**config.mk**
```make
export PLATFORM = sky130hd
export DESIGN_NAME = spm_dma
export DESIGN_NICKNAME = d
export VERILOG_FILES = /design/src/rtl/spm_dma_pkg.sv /design/src/rtl/spm_dma.sv
export SDC_FILE = /design/constraint.sdc
export NUM_CORES = 1
export LEC_CHECK = 0
export CAP_MARGIN = 20
export CORE_ASPECT_RATIO = 0.5
export CORE_MARGIN = 2
export CORE_UTILIZATION = 50
export DETAILED_ROUTE_END_ITERATION = 6
export PLACE_DENSITY = 0.91
export RECOVER_POWER = 100
export SYNTH_ARGS = -nofsm -noshare
export SYNTH_HDL_FRONTEND = slang
export SYNTH_SLANG_ARGS = --single-unit
```
**constraint.sdc**
```tcl
create_clock -name clk -period 2.8 [get_ports clk]
set_clock_uncertainty 0.2 [all_clocks]
set_input_delay 0.28 -clock clk [delete_from_list [all_inputs] [get_ports clk]]
set_output_delay 0.28 -clock clk [all_outputs]
set_load 0.05 [all_outputs]
```
**src/rtl/spm_dma_pkg.sv**
```systemverilog
// Shared types and bus encodings for the scratchpad-memory DMA initiator.
package spm_dma_pkg;

    // Bus widths of the surrounding codebase
    localparam int SPM_ADDR_W    = 12;
    localparam int WORD_DATA_W   = 32;
    localparam int SPM_DMA_LEN_W = 13;

    // Active-low strobe levels
    localparam logic ENABLE_  = 1'b0;
    localparam logic DISABLE_ = 1'b1;

    // Read/write select levels
    localparam logic READ  = 1'b1;
    localparam logic WRITE = 1'b0;

    typedef logic [SPM_ADDR_W-1:0]    spm_addr_bus_t;
    typedef logic [WORD_DATA_W-1:0]   word_data_bus_t;
    typedef logic [SPM_DMA_LEN_W-1:0] spm_dma_len_bus_t;

    typedef enum logic [1:0] {
        ST_IDLE = 2'h0,
        ST_RD   = 2'h1,
        ST_WR   = 2'h2,
        ST_DONE = 2'h3
    } spm_dma_state_e;

    typedef enum logic {
        MODE_COPY = 1'b0,
        MODE_FILL = 1'b1
    } spm_dma_mode_e;

endpackage

```
**src/rtl/spm_dma.sv**
```systemverilog
// Scratchpad DMA initiator: block copy or constant fill over SPM port B,
// advancing only on cycles where the MEM-stage arbiter grants the port.
module spm_dma
    import spm_dma_pkg::*;
#(
    parameter int ADDR_W = SPM_ADDR_W,
    parameter int DATA_W = WORD_DATA_W,
    parameter int LEN_W  = SPM_DMA_LEN_W
) (
    input  logic              clk,
    input  logic              reset,
    input  logic              start,
    input  logic              mode,
    input  logic [ADDR_W-1:0] src_addr,
    input  logic [ADDR_W-1:0] dst_addr,
    input  logic [LEN_W-1:0]  len,
    input  logic [DATA_W-1:0] fill_data,
    input  logic              abort,
    input  logic              spm_gnt,
    output logic [ADDR_W-1:0] spm_addr,
    output logic              spm_as_,
    output logic              spm_rw,
    output logic [DATA_W-1:0] spm_wr_data,
    input  logic [DATA_W-1:0] spm_rd_data,
    output logic              busy,
    output logic              done,
    output logic              aborted
);

    localparam logic [ADDR_W-1:0] ADDR_ONE = ADDR_W'(1);
    localparam logic [LEN_W-1:0]  LEN_ONE  = LEN_W'(1);

    spm_dma_state_e    state_q;
    spm_dma_mode_e     mode_q;
    logic [ADDR_W-1:0] src_q;
    logic [ADDR_W-1:0] dst_q;
    logic [LEN_W-1:0]  rem_q;
    logic [DATA_W-1:0] fill_q;
    logic [DATA_W-1:0] data_q;
    logic              cap_q;
    logic              last_wr;

    // The final granted write wins over a simultaneous abort
    assign last_wr = (state_q == ST_WR) && spm_gnt && (rem_q == LEN_ONE);

    // Transfer sequencer with registered busy/done/aborted flags
    always_ff @(posedge clk or negedge reset) begin
        if (!reset) begin
            state_q <= ST_IDLE;
            mode_q  <= MODE_COPY;
            src_q   <= '0;
            dst_q   <= '0;
            rem_q   <= '0;
            fill_q  <= '0;
            data_q  <= '0;
            cap_q   <= 1'b0;
            busy    <= 1'b0;
            done    <= 1'b0;
            aborted <= 1'b0;
        end else begin
            done <= 1'b0;
            case (state_q)
                ST_IDLE: begin
                    if (start) begin
                        src_q   <= src_addr;
                        dst_q   <= dst_addr;
                        rem_q   <= len;
                        mode_q  <= spm_dma_mode_e'(mode);
                        fill_q  <= fill_data;
                        cap_q   <= 1'b0;
                        aborted <= 1'b0;
                        busy    <= 1'b1;
                        if (len == '0) begin
                            state_q <= ST_DONE;
                            done    <= 1'b1;
                        end else if (mode == MODE_FILL) begin
                            state_q <= ST_WR;
                        end else begin
                            state_q <= ST_RD;
                        end
                    end
                end
                ST_RD: begin
                    if (spm_gnt) begin
                        state_q <= ST_WR;
                        cap_q   <= 1'b1;
                    end
                    if (abort) begin
                        state_q <= ST_DONE;
                        done    <= 1'b1;
                        aborted <= 1'b1;
                    end
                end
                ST_WR: begin
                    // Read data is only valid for one cycle; keep it for stalled writes
                    if (cap_q) begin
                        data_q <= spm_rd_data;
                        cap_q  <= 1'b0;
                    end
                    if (spm_gnt) begin
                        src_q <= src_q + ADDR_ONE;
                        dst_q <= dst_q + ADDR_ONE;
                        rem_q <= rem_q - LEN_ONE;
                        if (rem_q == LEN_ONE) begin
                            state_q <= ST_DONE;
                            done    <= 1'b1;
                        end else if (mode_q == MODE_COPY) begin
                            state_q <= ST_RD;
                        end
                    end
                    if (abort && !last_wr) begin
                        state_q <= ST_DONE;
                        done    <= 1'b1;
                        aborted <= 1'b1;
                    end
                end
                ST_DONE: begin
                    state_q <= ST_IDLE;
                    busy    <= 1'b0;
                end
                default: begin
                    state_q <= ST_IDLE;
                    busy    <= 1'b0;
                end
            endcase
        end
    end

    // SPM port drive; strobe follows the grant so reset drops it at once
    always_comb begin
        spm_as_     = DISABLE_;
        spm_rw      = READ;
        spm_addr    = '0;
        spm_wr_data = '0;
        case (state_q)
            ST_RD: begin
                spm_addr = src_q;
                spm_as_  = spm_gnt ? ENABLE_ : DISABLE_;
            end
            ST_WR: begin
                spm_addr = dst_q;
                spm_rw   = WRITE;
                spm_as_  = spm_gnt ? ENABLE_ : DISABLE_;
                if (mode_q == MODE_FILL) begin
                    spm_wr_data = fill_q;
                end else begin
                    spm_wr_data = cap_q ? spm_rd_data : data_q;
                end
            end
            default: begin
                spm_as_ = DISABLE_;
            end
        endcase
    end

endmodule

```
==> results by group <==
Detailed routing
  – DR WL/cell: 17.6 um
  – Routed WL: 16400 um
  – Antenna-violating nets left: 0
  – Pre-antenna DRT Iters: 5
  – Vias: 5445
  – Drc violations: 0
  – Vias per cell: 5.85
  – Detailed Route Iter0 Violations: 388

Synth
  – Register bit total from synthesis: 108
  – Synth top area cells: dfrtp_1, mux2_2, mux2i_1
  – Synth cell types: 55
  – Sequential share of the synthesized area: 0.448
  – Synth top area share: 0.448
  – Post-Syn Area: 6030 um^2
  – FFs w/ async S/R, synth: 1.00
  – Gate Count Post-Synth: 625
  – Count of flip-flops with a built-in enable after synthesis: 0
  – Commonest cells post-synth: dfrtp_1, nor2_1, a21oi_1, mux2_2, mux2i_1
  – Most frequent cell after synthesis: dfrtp_1
  – Average cell area after synthesis: 9.65 um^2
  – Yosys top cell by area: dfrtp_1
  – Synthesized net count: 740
  – Yosys warnings: 0
  – Ys flop type: dfrtp_1

Cells and area
  – Antenna diodes: 0
  – FILL cells: 883
  – Layout cells sized above 1: 0.199
  – P&R area growth vs syn: 29.8%
  – # nets final: 876

Floorplanning
  – I/O pins: 156
  – Die H: 81.6 um
  – Starting Density: 0.512
  – # rows: 28
  – Die width: 159 um
  – Die area: 13000 um^2
  – Core area: 11800 um^2

STA
  – Least-Margin Pin Slew: 0.974 ns
  – Setup_tns: 0 ns
  – Slew HR: 0.351
  – Final slew viol count: 0
  – Setup Viol. Count Final: 0
  – Hold_ws: 0.305 ns
  – FMAX: 0.373 GHz
  – Period utilization: 0.956
  – Tmin final: 2.68 ns
  – Final Hold Viols: 0
  – RSZ-0062 raised after global routing: false

Clock network
  – Clock latency on the worst-skew pair: 0.35 ns
  – # H-tree levels: 3
  – Post-CTS setup buffer count: 0
  – TritonCTS clock tree: built
  – CTS Hold Bufs: 1
  – Clock slew at reported path FFs: 0.07 ns
  – CTS root buf: clkbuf_16
  – CTS buffer count: 9
  – CTS Buffer Depth: 2
  – Post-cts sizing count: 0
  – TritonCTS Sinks: 108

GRT
  – GR Util All Layers: 0.259
  – Global-route wire length before repair: 27000 um
  – Vias in the first global route: 5638
  – Grt ovf: 0
  – Initial antenna violation count: 0
  – Largest net degree at the start of global routing: 48

Placement
  – DPL Wire Length: 11500 um
  – Routability cong.: 0.880
  – PortBufs: 155

Power and ir drop
  – Pwr/cell area: 1270 nW/um^2
  – Leak: 3.24 nW
  – Worst vdd rail ir drop: 566 uV

Setup path
  – Crit Path Max Fanout: 18
  – Crit start category: flip-flop
  – Critical path arrival: 2.20 ns
  – CP Capture Type: output pin
  – Worst EP required: 2.32 ns
  – R2R cell count: 5
  – Critical path class: flip-flop to output pin

Job
  – Max_cap viols: 0

Outcome
  – Status: completed

Worst hold path
  – Hold depth: 1
  – Worst hold path type: flip-flop to flip-flop
-- worst paths after layout --
kind | start | end | slack [ns]
worst min register to register | fill_q[30] | fill_q[30] | 0.31
min in group asynchronous | reset | dst_q[4] | 0.42
worst min-delay path | fill_q[30] | fill_q[30] | 0.31
worst max-delay path | state_q[1] | spm_addr[5] | 0.12
max in group asynchronous | reset | mode_q | 0.49
worst max register to register | rem_q[5] | state_q[1] | 0.24
-- cell type report --
type | count | area (um^2) | area share
Sequential cell | 108 | 2710 | 0.346
Multi-Input combinational cell | 461 | 3070 | 0.392
Inverter | 11 | 41.3 | 0.00527
Clock buffer | 10 | 229 | 0.0293
Timing Repair Buffer | 170 | 1500 | 0.191
Tap cell | 165 | 206 | 0.0264
Clock inverter | 5 | 77.6 | 0.00991
-- critical path, stage by stage, from the launching register on --
cell and delay [ns]:
dfrtp_1 0.41, inv_1 0.12, ha_1 0.62, a22oi_1 0.20
nor2b_1 0.18, clkbuf_2 0.31
-- flip-flops by register name, summed over array words and instances (netlist names) --
name     cells
data_q      32
fill_q      32
rem_q       13
dst_q       12
src_q       12
state_q      2
aborted      1
busy         1
cap_q        1
done         1
mode_q       1
-- report_power, final --
part	switching (W)	internal (W)	total [W]
Combinational	0.00331	0.00217	0.00548
Sequential	0.000736	0.00238	0.00311
Clock	0.000571	0.000777	0.00135
Total	0.00462	0.00532	0.00993
-- routing by layer --
| layer | vias to the layer above | share of wire | GRT usage |
|---|---|---|---|
| met3 | 46 | 0.056 | 0.0566 |
| li1 | 2525 | - | - |
| met1 | 2670 | 0.42 | 0.317 |
| met5 | - | 0 | 0 |
| met4 | 0 | 0.026 | 0.105 |
| met2 | 204 | 0.50 | 0.458 |
-- cells in the final DEF (no fill, tap or decap), types with 3 or more instances in the layout --
cell type	n
a21oi_1	73
nor4_1	5
nor2b_1	10
a2bb2oi_1	8
nor3_1	7
clkbuf_16	9
dfrtp_1	106
dlygate4sd3_1	5
clkdlybuf4s50_1	105
o22ai_1	13
clkbuf_1	3
o21a_1	5
mux2i_1	38
or3_1	3
clkbuf_2	48
nand3_1	17
buf_12	6
o21ai_0	30
a22oi_1	10
inv_1	10
a21boi_1	3
buf_4	4
mux2_2	66
ha_1	7
nand2_1	34
nand4_1	8
nor2_1	86
-- through the flow --
| stage | setup WS (ns) | area [um^2] | util | total power, W | instances |
|---|---|---|---|---|---|
| 6_report | 0.122 | 7830 | 0.665 | 0.00993 | 930 |
| 5_1_grt | 0.00871 | 7830 | 0.665 | 0.0106 | 930 |
| 4_1_cts | 0.185 | 8520 | 0.724 | 0.0109 | 930 |
| 3_5_place_dp | 0.391 | 8210 | 0.697 | 0.00953 | 914 |
| 3_3_place_gp | 0.474 | 8210 | 0.697 | 0.00923 | 914 |
| 2_1_floorplan | 0.0852 | 6030 | - | 0.00710 | 625 |
-- logic make-up after synthesis --
group,share of synthesized area
and+or+nand+nor,0.147
AOI/OAI and AO/OA,0.163
adders and majority gates,0.0166
buffers and inverters,0.0390
DFF,0.448
muxes,0.186
No activity file was read; power rests on OpenSTA's default activity.
